`config.mk`:
```
export PLATFORM = sky130hd
export DESIGN_NAME = line_sram_bridge
export DESIGN_NICKNAME = d
export VERILOG_FILES = /design/src/rtl/line_sram_bridge.sv
export SDC_FILE = /design/constraint.sdc
export NUM_CORES = 2
export LEC_CHECK = 0
export BUFFER_PORTS_ARGS = -buffer_cell sky130_fd_sc_hd__buf_4
export CORE_AREA = 4 4 482 484
export DETAILED_ROUTE_END_ITERATION = 7
export DIE_AREA = 0 0 486 488
export PLACE_DENSITY = 0.52
export SETUP_SLACK_MARGIN = 0.2
export SLEW_MARGIN = 5
export SYNTH_ARGS = -nofsm -noshare
export SYNTH_HDL_FRONTEND = slang
export SYNTH_SLANG_ARGS = --single-unit
```
`constraint.sdc`:
```
create_clock -name clk -period 8.4 [get_ports clk]
set_input_delay 0.84 -clock clk [delete_from_list [all_inputs] [get_ports clk]]
set_output_delay 0.84 -clock clk [all_outputs]
set_load 0.02 [all_outputs]
```
`src/rtl/line_sram_bridge.sv`:
```
// line_sram_bridge: splits one 512-bit line read or write into sixteen 32-bit SRAM word beats.
// Latency: accept at edge T, beats in cycles T+1..T+16 when there are no stalls, ws_ack pulses in cycle T+17.
// Backpressure: sram_nak=1 holds the current beat and the counter; dropping ws_cyc during XFER aborts with no ack.
//
// Ports:
//   clk, rstn                       - single clock; asynchronous active-low reset
//   ws_addr/ws_din/ws_dm/ws_we      - line request; latched when ws_cyc & ws_stb are seen in IDLE
//   ws_cyc/ws_stb                   - request qualifiers; ws_cyc low during XFER aborts
//   ws_dout/ws_ack                  - read line (held until the next read completes) and done pulse
//   sram_stb/addr/we/wdata          - registered word beat request; sram_we = 0000 means a read
//   sram_rdata/sram_nak             - read word, and the stall indication for the current beat
//   dbg_state                       - FSM encoding: IDLE=00, XFER=01, ACK=10
// Optional build macro LSB_SKIP_MASKED_EN: write beats whose byte mask is 0000 are not issued.
// Such a beat spends one cycle with sram_stb=0, and the counter still advances.

module line_sram_bridge #(
    parameter int LINE_WORDS = 16,
    parameter int ADDR_W     = 32
) (
    input  logic                    clk,
    input  logic                    rstn,
    input  logic [ADDR_W-1:0]       ws_addr,
    input  logic [32*LINE_WORDS-1:0] ws_din,
    input  logic [4*LINE_WORDS-1:0] ws_dm,
    input  logic                    ws_cyc,
    input  logic                    ws_stb,
    input  logic                    ws_we,
    output logic [32*LINE_WORDS-1:0] ws_dout,
    output logic                    ws_ack,
    output logic                    sram_stb,
    output logic [ADDR_W-1:0]       sram_addr,
    output logic [3:0]              sram_we,
    output logic [31:0]             sram_wdata,
    input  logic [31:0]             sram_rdata,
    input  logic                    sram_nak,
    output logic [1:0]              dbg_state
);

    localparam int CNT_W = $clog2(LINE_WORDS);
    localparam int OFS_W = CNT_W + 2;      // byte offset bits inside one line

    typedef enum logic [1:0] {
        IDLE = 2'b00,
        XFER = 2'b01,
        ACK  = 2'b10
    } state_e;

    state_e                    state_q;
    logic [CNT_W-1:0]          cnt_q;
    logic [ADDR_W-1:0]         base_q;
    // Holds the write line. On a read it gathers the returned words instead,
    // because the write data is not needed then.
    logic [32*LINE_WORDS-1:0]  din_q;
    logic [4*LINE_WORDS-1:0]   dm_q;
    logic                      we_q;
    logic                      ack_q;
    logic                      stb_q;
    logic [ADDR_W-1:0]         addr_q;
    logic [3:0]                bwe_q;
    logic [31:0]               wdata_q;
    logic [32*LINE_WORDS-1:0]  dout_q;

    // Values for the next beat. In IDLE they come straight from the request
    // so that beat 0 is already on the bus in the cycle after accept.
    logic [CNT_W-1:0]          idx_d;
    logic [ADDR_W-1:0]         base_d;
    logic [32*LINE_WORDS-1:0]  din_d;
    logic [4*LINE_WORDS-1:0]   dm_d;
    logic                      we_d;
    logic [ADDR_W-1:0]         addr_d;
    logic [31:0]               wdata_d;
    logic [3:0]                nib_d;
    logic [3:0]                bwe_d;
    logic                      stb_d;
    logic [32*LINE_WORDS-1:0]  gather_d;
    logic                      beat_done;
    logic                      last_beat;
    logic                      unused_addr_bits;

    assign unused_addr_bits = ^ws_addr[OFS_W-1:0];

    always_comb begin
        idx_d    = '0;
        base_d   = {ws_addr[ADDR_W-1:OFS_W], {OFS_W{1'b0}}};
        din_d    = ws_din;
        dm_d     = ws_dm;
        we_d     = ws_we;
        if (state_q != IDLE) begin
            idx_d  = cnt_q + 1'b1;
            base_d = base_q;
            din_d  = din_q;
            dm_d   = dm_q;
            we_d   = we_q;
        end
        addr_d  = base_d | ADDR_W'({idx_d, 2'b00});
        wdata_d = din_d[32*idx_d +: 32];
        nib_d   = dm_d[4*idx_d +: 4];
        bwe_d   = we_d ? nib_d : 4'b0000;
`ifdef LSB_SKIP_MASKED_EN
        stb_d   = !(we_d && (nib_d == 4'b0000));
`else
        stb_d   = 1'b1;
`endif
        gather_d = din_q;
        gather_d[32*cnt_q +: 32] = sram_rdata;
    end

    // A skipped beat (stb low in XFER) always advances, whatever nak says.
    assign beat_done = !stb_q || !sram_nak;
    assign last_beat = (cnt_q == CNT_W'(LINE_WORDS - 1));

    always_ff @(posedge clk or negedge rstn) begin
        if (!rstn) begin
            state_q <= IDLE;
            cnt_q   <= '0;
            base_q  <= '0;
            din_q   <= '0;
            dm_q    <= '0;
            we_q    <= 1'b0;
            ack_q   <= 1'b0;
            stb_q   <= 1'b0;
            addr_q  <= '0;
            bwe_q   <= '0;
            wdata_q <= '0;
            dout_q  <= '0;
        end else begin
            case (state_q)
                IDLE: begin
                    ack_q <= 1'b0;
                    if (ws_cyc && ws_stb) begin
                        state_q <= XFER;
                        cnt_q   <= '0;
                        base_q  <= base_d;
                        din_q   <= ws_din;
                        dm_q    <= ws_dm;
                        we_q    <= ws_we;
                        stb_q   <= stb_d;
                        addr_q  <= addr_d;
                        wdata_q <= wdata_d;
                        bwe_q   <= bwe_d;
                    end
                end
                XFER: begin
                    if (!ws_cyc) begin
                        // Abort: a beat taken at this edge is simply dropped.
                        state_q <= IDLE;
                        stb_q   <= 1'b0;
                        bwe_q   <= 4'b0000;
                    end else if (beat_done) begin
                        if (!we_q) begin
                            din_q <= gather_d;
                        end
                        if (last_beat) begin
                            state_q <= ACK;
                            ack_q   <= 1'b1;
                            stb_q   <= 1'b0;
                            bwe_q   <= 4'b0000;
                            if (!we_q) begin
                                dout_q <= gather_d;
                            end
                        end else begin
                            cnt_q   <= cnt_q + 1'b1;
                            stb_q   <= stb_d;
                            addr_q  <= addr_d;
                            wdata_q <= wdata_d;
                            bwe_q   <= bwe_d;
                        end
                    end
                end
                ACK: begin
                    ack_q   <= 1'b0;
                    state_q <= IDLE;
                end
                default: begin
                    state_q <= IDLE;
                    ack_q   <= 1'b0;
                    stb_q   <= 1'b0;
                    bwe_q   <= 4'b0000;
                end
            endcase
        end
    end

    assign ws_ack     = ack_q;
    assign ws_dout    = dout_q;
    assign sram_stb   = stb_q;
    assign sram_addr  = addr_q;
    assign sram_we    = bwe_q;
    assign sram_wdata = wdata_q;
    assign dbg_state  = state_q;

endmodule

```
==> metrics.yaml <==
synth_flop_cell: "dfrtp_1"
hold_path_class: "in2async"
io_buffer_count: 1223
p_leak_nw: 33.2
drtIter0Drc: 6330
ys_ff_latch: 1197
status: "complete, no violations"
setup_viol: 0
report.final.slew_viol_count: 0
cts_tree: "built"
setup_tns_ns: 0
synth_xor_area_frac: 0.000881
cap_viol_max_count: 0
yosys.area.top_type: "dfrtp_1"
synth_cell_types: 62
synth_nets: 6612
gp_congestion: 0.951
area_delta_synth_final_pct: 28.1
drc: 0
synth_top_family_by_area: "compound AO/OA/AOI/OAI gates"
max_slew.worst_pin.slew_ns: 1.30
gr-total-overflow: 0
hold_viol_final: 0
cts.path.max_buffers: 3
postSynthAreaPerCell_sq_um: 10.0
synth_top_area_frac: 0.502
postCtsSetupRepairBufs: 0
ir_drop_uv: 147
synth_edf_count: 0
syn-instance-count: 5963
ys_warn_count: 0
postRouteAntennaNets: 0
dieArea_sq_um: 237000
cp_max_fo: 65
clkTransAtPathRegs_ns: 0.06
grt_max_degree: 225
synthAdderAreaFrac: 0.000630
final_common_cell: "buf_4"
grt_usage: 0.313
power.total_w: 0.0203
cts.sinks: 1197
die_h_um: 488
seq_area_frac_synth: 0.502
pwr_density_cell_nw_per_um2: 266
synth-compound-area-share: 0.201
cts_made_buffers: 152
antenna_found_initial: 82
slew-limit-headroom: 0.135
cts-root-buf: "clkbuf_16"
drive_gt1_frac: 0.255
cts_max_level: 4
async_flop_share: 1.00
core_area_sq_um: 227000
wl_per_cell_um: 38.4
drt_wl_total_mm: 384
nNetsFinal: 7481
synthSimpleGateAreaFrac: 0.124
avgViaCountPerCell: 5.69
skew_ns: 0.0393
cp.required_ns: 9.10
num_rows: 175
start_util: 0.262
setup.worst_path.start_class: "flop"
crit_type: "reg2reg"
rsz0062_at_grt: "false"
boundaryPins: 1230
ctsHoldBuffers: 0
post_cts_resized: 0
dp_hpwl_mm: 288
layout_min_cycle_time_ns: 4.79
first_global_vias: 55900
mostFrequentLayoutCells: "buf_4 (1311), dfrtp_1 (1196), nor2_1 (885), nand2_1 (607), a31oi_1 (454)"
grt_pass1_wl_mm: 511
synth_mux_area_frac: 0.125
worst_ep_arrival_time_ns: 5.49
finalCritPeriodShare: 0.570
netlist_area_sq_um: 59600
dieWidth_um: 486
synth.area.top_cells: "dfrtp_1 (50%), mux2i_1 (7.2%), nor2_1 (5.7%), a31oi_1 (4.8%), o22a_1 (4.7%)"
dr_total_vias: 56900
max_freq_mhz: 209
clkLatencyLatePin_ns: 0.83
worst_setup_path_end_kind: "flop"
drt_pass1_iterations: 6
[registers in the layout (all words and copies together), names as in the netlist]
signal,flops
we_q,1
base_q,32
din_q,512
cnt_q,4
ws_ack,1
sram_we,4
ws_dout,512
sram_stb,1
sram_wdata,32
dm_q,64
dbg_state,2
sram_addr,32
[stage by stage]
stage	setup WS [ns]	std cells	hold WS (ns)	cell area, sq um	utilization
finish	3.61	10000	0.00345	76400	0.336
global route	3.44	9987	0.00556	76300	0.336
global placement	3.68	9687	0.453	71200	0.313
detailed placement	3.62	9687	0.457	71200	0.313
floorplan	5.62	5963	0.440	59600	-
CTS	3.60	9956	0.00454	76300	0.336
[final cells by class]
class	instances	area [sq um]
Multi-Input combinational cell	4146	27300
Tap cell	3009	3760
Antenna cell	52	130
Inverter	5	18.8
Fill cell	23500	151000
Timing Repair Buffer	1330	10200
Clock buffer	222	4370
Sequential cell	1197	30000
Clock inverter	47	674
[power by group]
part	switching (W)	internal, W
clock	0.00286	0.00396
combinational	0.00325	0.00218
sequential	0.00141	0.00667
[worst max-delay path, stage by stage, from the launching register on]
cell       delay, ns
dfrtp_4         0.73
inv_2           0.11
ha_4            0.83
buf_4           0.90
nand2b_1        0.44
nor2_4          0.25
o21ai_4         0.59
buf_4           0.51
o2bb2ai_1       0.17
[cell usage after synthesis (5+ instances only)]
cell type	instances
o22ai_1	107
o22a_1	320
a22o_1	6
nand2_1	611
nor3_1	6
and2_1	72
a2bb2oi_1	100
mux2i_1	428
mux4_2	123
a21oi_1	437
o2bb2ai_1	97
buf_4	34
a32oi_1	96
a22oi_1	15
buf_2	171
o21a_1	8
mux2_2	34
o211ai_1	7
dfrtp_1	1197
nand3_1	163
nor2_1	900
a211oi_1	5
clkbuf_1	353
and3_1	37
o221ai_1	13
o21ai_0	42
buf_1	44
a31oi_1	454
buf_6	13
[cell families after synthesis]
logic type | Yosys count
DFF | 1197
adders and majority gates | 3
buffers and inverters | 620
and+or+nand+nor | 1813
xor gates and xnor gates | 6
AOI/OAI and AO/OA | 1739
muxes | 585
[per-layer routing]
layer / track usage / up-vias / routed length, um
met5: 0 / - / 89
met4: 0.191 / 18 / 27500
met3: 0.0753 / 685 / 30700
met2: 0.533 / 2990 / 187000
met1: 0.355 / 29500 / 139000
li1: - / 23700 / -
[path summary, 6_finish.rpt]
check | cells after the start | endpoint | from | slack [ns]
min in group clk | 3 | dm_q[44] | ws_dm[44] | 0.22
worst max-delay path | 8 | din_q[268] | cnt_q[0] | 3.61
max in group asynchronous | 3 | ws_dout[310] | rstn | 6.26
worst min-delay path | 1 | sram_addr[31] | rstn | 0.003
worst min register to register | 2 | dm_q[18] | dm_q[18] | 0.47
worst max register to register | 8 | din_q[268] | cnt_q[0] | 3.61
Power figures use the tool's default switching activity.
